File: src/rtl/fetch_stage_if.sv
// fetch_stage_if: imem request/response, redirect and decode handshake bundle
interface fetch_stage_if;
  logic        imem_req_valid;
  logic        imem_req_ready;
  logic [31:0] imem_req_addr;
  logic        imem_resp_valid;
  logic [31:0] imem_resp_data;
  logic        redirect_valid;
  logic [31:0] redirect_pc;
  logic        id_valid;
  logic        id_ready;
  logic [31:0] id_ins;
  logic [31:0] id_pc;
  logic [31:0] id_pc4;
  modport master(
    output imem_req_valid, imem_req_addr, id_valid, id_ins, id_pc, id_pc4,
    input  imem_req_ready, imem_resp_valid, imem_resp_data, redirect_valid, redirect_pc, id_ready
  );
  modport slave(
    input  imem_req_valid, imem_req_addr, id_valid, id_ins, id_pc, id_pc4,
    output imem_req_ready, imem_resp_valid, imem_resp_data, redirect_valid, redirect_pc, id_ready
  );
endinterface

File: src/rtl/fetch_stage.sv
// fetch_stage: PC generation, in-order imem fetch buffer and redirect with wrong-path drop
module fetch_stage #(
  parameter logic [31:0] RESET_PC = 32'h0000_0000,
  parameter int          DEPTH    = 2
) (
  input logic         clk,
  input logic         rst,
  fetch_stage_if.master f
);
  localparam int AW = $clog2(DEPTH);
  localparam logic [AW:0]   FULL = (AW+1)'(DEPTH);
  localparam logic [AW+1:0] DMAX = (AW+2)'(2*DEPTH-1);
  logic [31:0]    pc;
  logic [AW-1:0]  head, fill, alloc;
  logic [AW:0]    cnt, pend, drop_cnt;
  logic [31:0]    e_pc [DEPTH];
  logic [31:0]    e_ins [DEPTH];
  logic [DEPTH-1:0] e_done;
  logic           fire, rsp_drop, rsp_fill, pop, rd_drop;
  logic [AW+1:0]  drop_sum;
  always_comb begin
    f.imem_req_valid = !rst && !f.redirect_valid && cnt < FULL;
    f.imem_req_addr  = pc;
    fire             = f.imem_req_valid && f.imem_req_ready;
    rsp_drop         = f.imem_resp_valid && drop_cnt != '0;
    rsp_fill         = f.imem_resp_valid && drop_cnt == '0 && pend != '0;
    f.id_valid       = !rst && !f.redirect_valid && cnt != '0 && e_done[head];
    pop              = f.id_valid && f.id_ready;
    f.id_ins         = e_ins[head];
    f.id_pc          = e_pc[head];
    f.id_pc4         = e_pc[head] + 32'd4;
    // a response landing in the redirect cycle is old-path whether or not it was already owed a drop
    rd_drop          = f.imem_resp_valid && (drop_cnt != '0 || pend != '0);
    drop_sum         = {1'b0, drop_cnt} + {1'b0, pend} - {(AW+1)'(0), rd_drop};
  end
  always_ff @(posedge clk) begin
    if (rst) begin
      pc       <= RESET_PC;
      head     <= '0;
      fill     <= '0;
      alloc    <= '0;
      cnt      <= '0;
      pend     <= '0;
      drop_cnt <= '0;
    end else if (f.redirect_valid) begin
      pc       <= {f.redirect_pc[31:2], 2'b00};
      head     <= '0;
      fill     <= '0;
      alloc    <= '0;
      cnt      <= '0;
      pend     <= '0;
      drop_cnt <= drop_sum > DMAX ? DMAX[AW:0] : drop_sum[AW:0];
    end else begin
      if (fire) begin
        e_pc[alloc]   <= pc;
        e_done[alloc] <= 1'b0;
        alloc         <= alloc + AW'(1);
        pc            <= pc + 32'd4;
      end
      if (rsp_fill) begin
        e_ins[fill]  <= f.imem_resp_data;
        e_done[fill] <= 1'b1;
        fill         <= fill + AW'(1);
      end
      if (pop) head <= head + AW'(1);
      cnt      <= cnt + {AW'(0), fire} - {AW'(0), pop};
      pend     <= pend + {AW'(0), fire} - {AW'(0), rsp_fill};
      drop_cnt <= drop_cnt - {AW'(0), rsp_drop};
    end
  end
endmodule
File: src/flat_wrapper.sv
// flat-port wrapper written by rule: the top's interface ports become plain ports
module fetch_stage_flat 
#(
  parameter logic [31:0] RESET_PC = 32'h0000_0000,
  parameter int          DEPTH    = 2
)
  (clk, rst, f_imem_req_valid, f_imem_req_addr, f_id_valid, f_id_ins, f_id_pc, f_id_pc4, f_imem_req_ready, f_imem_resp_valid, f_imem_resp_data, f_redirect_valid, f_redirect_pc, f_id_ready);
  fetch_stage_if f_i ();
  input logic clk;
  input logic rst;
  output wire logic [$bits(f_i.imem_req_valid)-1:0] f_imem_req_valid;
  output wire logic [$bits(f_i.imem_req_addr)-1:0] f_imem_req_addr;
  output wire logic [$bits(f_i.id_valid)-1:0] f_id_valid;
  output wire logic [$bits(f_i.id_ins)-1:0] f_id_ins;
  output wire logic [$bits(f_i.id_pc)-1:0] f_id_pc;
  output wire logic [$bits(f_i.id_pc4)-1:0] f_id_pc4;
  input wire logic [$bits(f_i.imem_req_ready)-1:0] f_imem_req_ready;
  input wire logic [$bits(f_i.imem_resp_valid)-1:0] f_imem_resp_valid;
  input wire logic [$bits(f_i.imem_resp_data)-1:0] f_imem_resp_data;
  input wire logic [$bits(f_i.redirect_valid)-1:0] f_redirect_valid;
  input wire logic [$bits(f_i.redirect_pc)-1:0] f_redirect_pc;
  input wire logic [$bits(f_i.id_ready)-1:0] f_id_ready;
  assign f_imem_req_valid = f_i.imem_req_valid;
  assign f_imem_req_addr = f_i.imem_req_addr;
  assign f_id_valid = f_i.id_valid;
  assign f_id_ins = f_i.id_ins;
  assign f_id_pc = f_i.id_pc;
  assign f_id_pc4 = f_i.id_pc4;
  assign f_i.imem_req_ready = f_imem_req_ready;
  assign f_i.imem_resp_valid = f_imem_resp_valid;
  assign f_i.imem_resp_data = f_imem_resp_data;
  assign f_i.redirect_valid = f_redirect_valid;
  assign f_i.redirect_pc = f_redirect_pc;
  assign f_i.id_ready = f_id_ready;
  fetch_stage #(.RESET_PC(RESET_PC), .DEPTH(DEPTH)) u_core (.clk(clk), .rst(rst), .f(f_i));
endmodule
File: config.mk
export PLATFORM = sky130hd
export DESIGN_NAME = fetch_stage_flat
export DESIGN_NICKNAME = d
export VERILOG_FILES = /design/src/rtl/fetch_stage_if.sv /design/src/rtl/fetch_stage.sv /design/src/flat_wrapper.sv
export SDC_FILE = /design/constraint.sdc
export NUM_CORES = 1
export LEC_CHECK = 0
export BUFFER_PORTS_ARGS = -buffer_cell sky130_fd_sc_hd__buf_4
export CAP_MARGIN = 20
export CORE_MARGIN = 3
export CORE_UTILIZATION = 57
export DETAILED_ROUTE_END_ITERATION = 6
export GPL_TIMING_DRIVEN = 0
export PLACE_DENSITY_LB_ADDON = 0.12
export SKIP_CTS_REPAIR_TIMING = 1
export SYNTH_ARGS = -nofsm -noshare
export SYNTH_HDL_FRONTEND = slang
export SYNTH_SLANG_ARGS = --single-unit
export TNS_END_PERCENT = 30
File: constraint.sdc
create_clock -name clk -period 12.2 [get_ports clk]
set_input_delay 2.44 -clock clk [delete_from_list [all_inputs] [get_ports clk]]
set_output_delay 2.44 -clock clk [all_outputs]
set_load 0.02 [all_outputs]
# After elaboration in Yosys (flattened, before gate mapping)
# Memories as Yosys holds them, arrays and structs flattened. A register that Yosys moved wholly into a read port is not among the register bits.
# Cells that the tools add are included.
word_totals:
  reg_bits: 43
  mem_count: 2
  in_bits: 70
  mem_bits_rw: 128
op_classes:
  n_lt_le_gt_ge: 7
  bitwise: 5
  mux: 26
  n_addsub: 12
  reduce_logical: 22
mem_list:
  columns: ["name", "depth", "word_bits", "read_ports", "rd_clocked_by_memory_dff", "write_ports", "line", "rtl"]
  rows:
  - ["u_core.e_ins", 2, 32, 1, 1, 1, "fetch_stage.sv:17", "logic [31:0] e_ins [DEPTH];"]
  - ["u_core.e_pc", 2, 32, 1, 1, 1, "fetch_stage.sv:16", "logic [31:0] e_pc [DEPTH];"]
ops:
  columns: ["op", "count"]
  rows:
  - ["$add A32 B3 Y32 const B", 2]
  - ["$mux W32", 2]
  - ["$mux W1", 16]
  - ["$logic_and A1 B1 Y1", 12]
  - ["$mux W2", 6]
  - ["$reduce_bool A2 Y1", 4]
  - ["$lt A1 B2 Y1 const B", 3]
  - ["$sub A2 B1 Y2", 3]
  - ["$add A2 B1 Y2", 2]
  - ["$add A1 B1 Y1 const B", 3]
  - ["$add A2 B2 Y3", 1]
  - ["$gt A3 B2 Y1 const B", 1]
  - ["$sub A3 B1 Y3", 1]
  - ["$and A2 B2 Y2", 1]
  - ["$demux W1 S1", 2]
  - ["$ge A1 B1 Y1 const B", 2]
  - ["$logic_not A1 Y1", 2]
  - ["$logic_not A2 Y1", 1]
  - ["$lt A2 B2 Y1 const B", 1]
  - ["$not A1 Y1", 2]
  - ["$not A2 Y2", 1]
  - ["$or A2 B2 Y2", 1]
  - ["$reduce_and A2 Y1", 1]
  - ["$reduce_or A2 Y1", 1]
  - ["$logic_or A1 B1 Y1", 1]

# Longest topological paths before layout
logic_depth:
  ltp_word: 11
  mapped_depth: 12
  mapped_depth_nobuf: 10

# Least setup slack after synthesis
# OpenSTA, ideal clock, no wires.
synth_path:
  kind: "input -> output"
  startpoint: "in rst"
  endpoint: "out f_id_valid"
  path_stages: 4
  arrival_ns: 3.636
  n_path_buf: 2
  setup_slack_ns: 6.124
  path_cell_list: "buf_6 or2_2 clkbuf_1 a211oi_1"
synth_between:
  elab_chain_len: 4
synth_rtl:
  columns: ["element", "line", "rtl"]
  rows:
  - ["from (decl)", "flat_wrapper.sv:10", "input logic rst;"]
  - ["$logic_not A1 Y1", "fetch_stage.sv:27", "f.id_valid = !rst && !f.redirect_valid && cnt != '0 && e_done[head];"]
  - ["$logic_and A1 B1 Y1 (3 in series)", "fetch_stage.sv:27", null]
  - ["to (decl)", "flat_wrapper.sv:13", "output wire logic [$bits(f_i.id_valid)-1:0] f_id_valid;"]
# No other way between the ends.

==> flow_summary.yaml <==
cells_and_area:
  fin_area_um2: 9881
  layout.nets: 911
  area_growth_pct: 29.86
  drive_above_1_share: 0.3559
  diodes: 0
  final_util: 0.7704
  final_cells: 1015
yosys:
  synth_top_cell_by_area: "edfxtp_1"
  synthSimpleGateAreaFrac: 0.1342
  yosysMostFrequentCell: "edfxtp_1"
  async_flop_share: 0
  yosys.area_share.adder: 0.01908
  ys_ff_latch: 166
  synth_top_area_share: 0.4973
  synthCells: 612
  yosys-top-cells-count: "edfxtp_1 (126), mux2_2 (55), nand2_1 (54)"
  synthDistinctLibCells: 54
  syn_area_um2: 7609
  syn_avg_cell_area_um2: 12.43
  synth_xor_area_frac: 0.05756
  synth.mux.area_fraction: 0.09587
  synth.yosys.seq_area_share: 0.6025
  synth_warnings: 0
  synth_area_leaders: "edfxtp_1 (50%), dfxtp_1 (11%), mux2_2 (8.1%)"
  synth_flop_cell: "edfxtp_1"
  synth_top_family_by_area: "simple AND/OR/NAND/NOR gates"
  synth_edf_count: 126
  synth_compound_area_frac: 0.05920
place:
  hpwl_mm: 14.16
  io_buffers: 190
  globalplace.congestion: 0.8677
  post-place-cells: 983
  place_area_um2: 9340
  dp_slack_ns: 5.066
setup_path:
  path_class: "reg -> out"
  required_ns: 9.76
  cp_slowest_cell: "clkbuf_1"
  critPathMaxFanout: 10
  cp-end-kind: "primary output"
  slowest_delay_ns: 0.55
  crit_path_start_kind: "flip-flop"
  crit_arrival_ns: 5.17
  timing.critical_path.mode_cell: "clkbuf_1"
  path_cells: "clkbuf_1 > buf_2 > clkbuf_1 > buf_1 > mux2i_1 > inv_1 > ha_1 > nand4b_1 > a21oi_1 > nand2_1 > nor4_1 > xor2_1 > buf_4"
timing:
  min_period_over_period: 0.6239
  worst_pin_slew_ns: 0.8893
  finalMaxSlewViolations: 0
  fin_tns_setup_ns: 0
  setup_viol: 0
  hold_violations: 0
  rsz0062_at_grt: "false"
  fmax_mhz: 131.4
  period_minus_slack_ns: 7.611
  holdWs_ns: 0.5342
  maxSlewHeadroom: 0.4057
  skew_ns: 0.008687
  worst_slack_ns: 4.589
run:
  drv_cap: 0
global_route:
  grt-ovfl-total: 0
  antenna_found_initial: 0
  grt_max_degree: 33
  grt_pass1_vias: 5789
  grt_usage: 0.2650
  grt_pass1_wl_mm: 29.79
detailed_routing:
  drtAntennaViolNets: 0
  wl_per_cell_um: 19.07
  firstDrtPassIters: 7
  vias_per_cell: 5.680
  drt-initial-drc-count: 428
  finalWirelength_mm: 19.36
  via_count: 5765
  drc: 0
cts:
  numCtsBuffers: 17
  clockRootBuffer: "clkbuf_16"
  path_clk_slew_ns: 0.07
  cts_tree: "built"
  clockBufferDepth: 2
  htree_num_levels: 4
  cts.sinks: 166
  clock_latency_ns: 0.43
die:
  core_area_um2: 12820
  die-area_um2: 14770
  die_h_um: 121.5
  ios: 200
  die-width_um: 121.5
  core.rowCount: 41
  initial_core_util: 0.5933
power_and_ir_drop:
  p_per_area_nw_per_um2: 126.1
  p_leak_nw: 3.794
  vdd_drop_max_uv: 100.6
  finalPower_mw: 1.246
outcome:
  status: "finished clean"
worst_hold_path:
  hp-class: "reg -> reg"
## worst paths after layout
| kind | startpoint | endpoint | slack [ns] | cells after the start |
|---|---|---|---|---|
| worst max-delay path | flip-flop | f_id_pc4[30] | 4.59 | 13 |
| worst min-delay path | u_core.f.imem_req_addr[31]$_SDFFE_PP0P_ | u_core.e_pc[1][31]$_DFFE_PP_ | 0.53 | 0 |
| worst max register to register | u_core.f.imem_req_addr[13]$_SDFFE_PP0P_ | u_core.f.imem_req_addr[23]$_SDFFE_PP0P_ | 9.80 | 5 |
| worst min register to register | u_core.f.imem_req_addr[31]$_SDFFE_PP0P_ | u_core.e_pc[1][31]$_DFFE_PP_ | 0.53 | 0 |
## worst max-delay path, delay by kind of cell, from the launching register on
kind | cells | cell delay (ns)
DFF | 1 | 0.47
AOI/OAI and AO/OA | 1 | 0.39
adders and majority gates | 1 | 0.24
and+or+nand+nor | 3 | 1.02
muxes | 1 | 0.22
buffers and inverters | 6 | 2.20
xor gates and xnor gates | 1 | 0.18
## kinds of logic after synthesis
group | Yosys count
compound gates | 68
xor+xnor | 50
fa+ha+maj | 11
buf+inv | 52
flops | 166
mux | 66
other cells | 1
simple gates | 198
## placed cells by master, fill, tap and decap left out, types with 19 or more instances in the layout
| cell | netlist | final |
|---|---|---|
| xnor2_1 | 25 | 25 |
| nand2_1 | 54 | 54 |
| nor2_1 | 38 | 37 |
| a21oi_1 | 19 | 19 |
| dfxtp_1 | 40 | 40 |
| nand3_1 | 27 | 27 |
| buf_4 | 6 | 197 |
| mux2_2 | 55 | 55 |
| edfxtp_1 | 126 | 126 |
| inv_1 | 23 | 23 |
| xor2_1 | 25 | 25 |
## power by group
part | total [mW] | internal [mW] | switching, mW
Clock | 0.489 | 0.279 | 0.211
Combinational | 0.117 | 0.0542 | 0.0628
Sequential | 0.640 | 0.621 | 0.0183
## registers in the layout (all words and copies together), names as in the netlist, named ones only
name,count
u_core.e_done,2
u_core.cnt,2
u_core.drop_cnt,2
u_core.pend,2
u_core.f.imem_req_addr,30
u_core.head,1
u_core.e_ins,64
u_core.e_pc,60
u_core.alloc,1
u_core.fill,1
## layout make-up
class                      count  area, µm²
timing repair buffer         194       1484
tap                          172      215.2
clock inverter                13      107.6
clock buffer                  19      432.9
multi-input combinational    399       2820
inverter                      23      86.33
buffer                        29      150.1
fill                         864       2944
sequential                   166       4584
## routing by layer
| layer | global-route usage | vias up | part of all wire | wire (µm) |
|---|---|---|---|---|
| met3 | 0.05571 | 48 | 0.065 | 1257 |
| met4 | 0.1162 | 0 | 0.029 | 563 |
| met2 | 0.4549 | 243 | 0.51 | 9917 |
| li1 | - | 2691 | - | - |
| met1 | 0.3245 | 2783 | 0.39 | 7621 |
| met5 | 0 | - | 0 | 0 |
No activity file was read; power rests on OpenSTA's default activity.
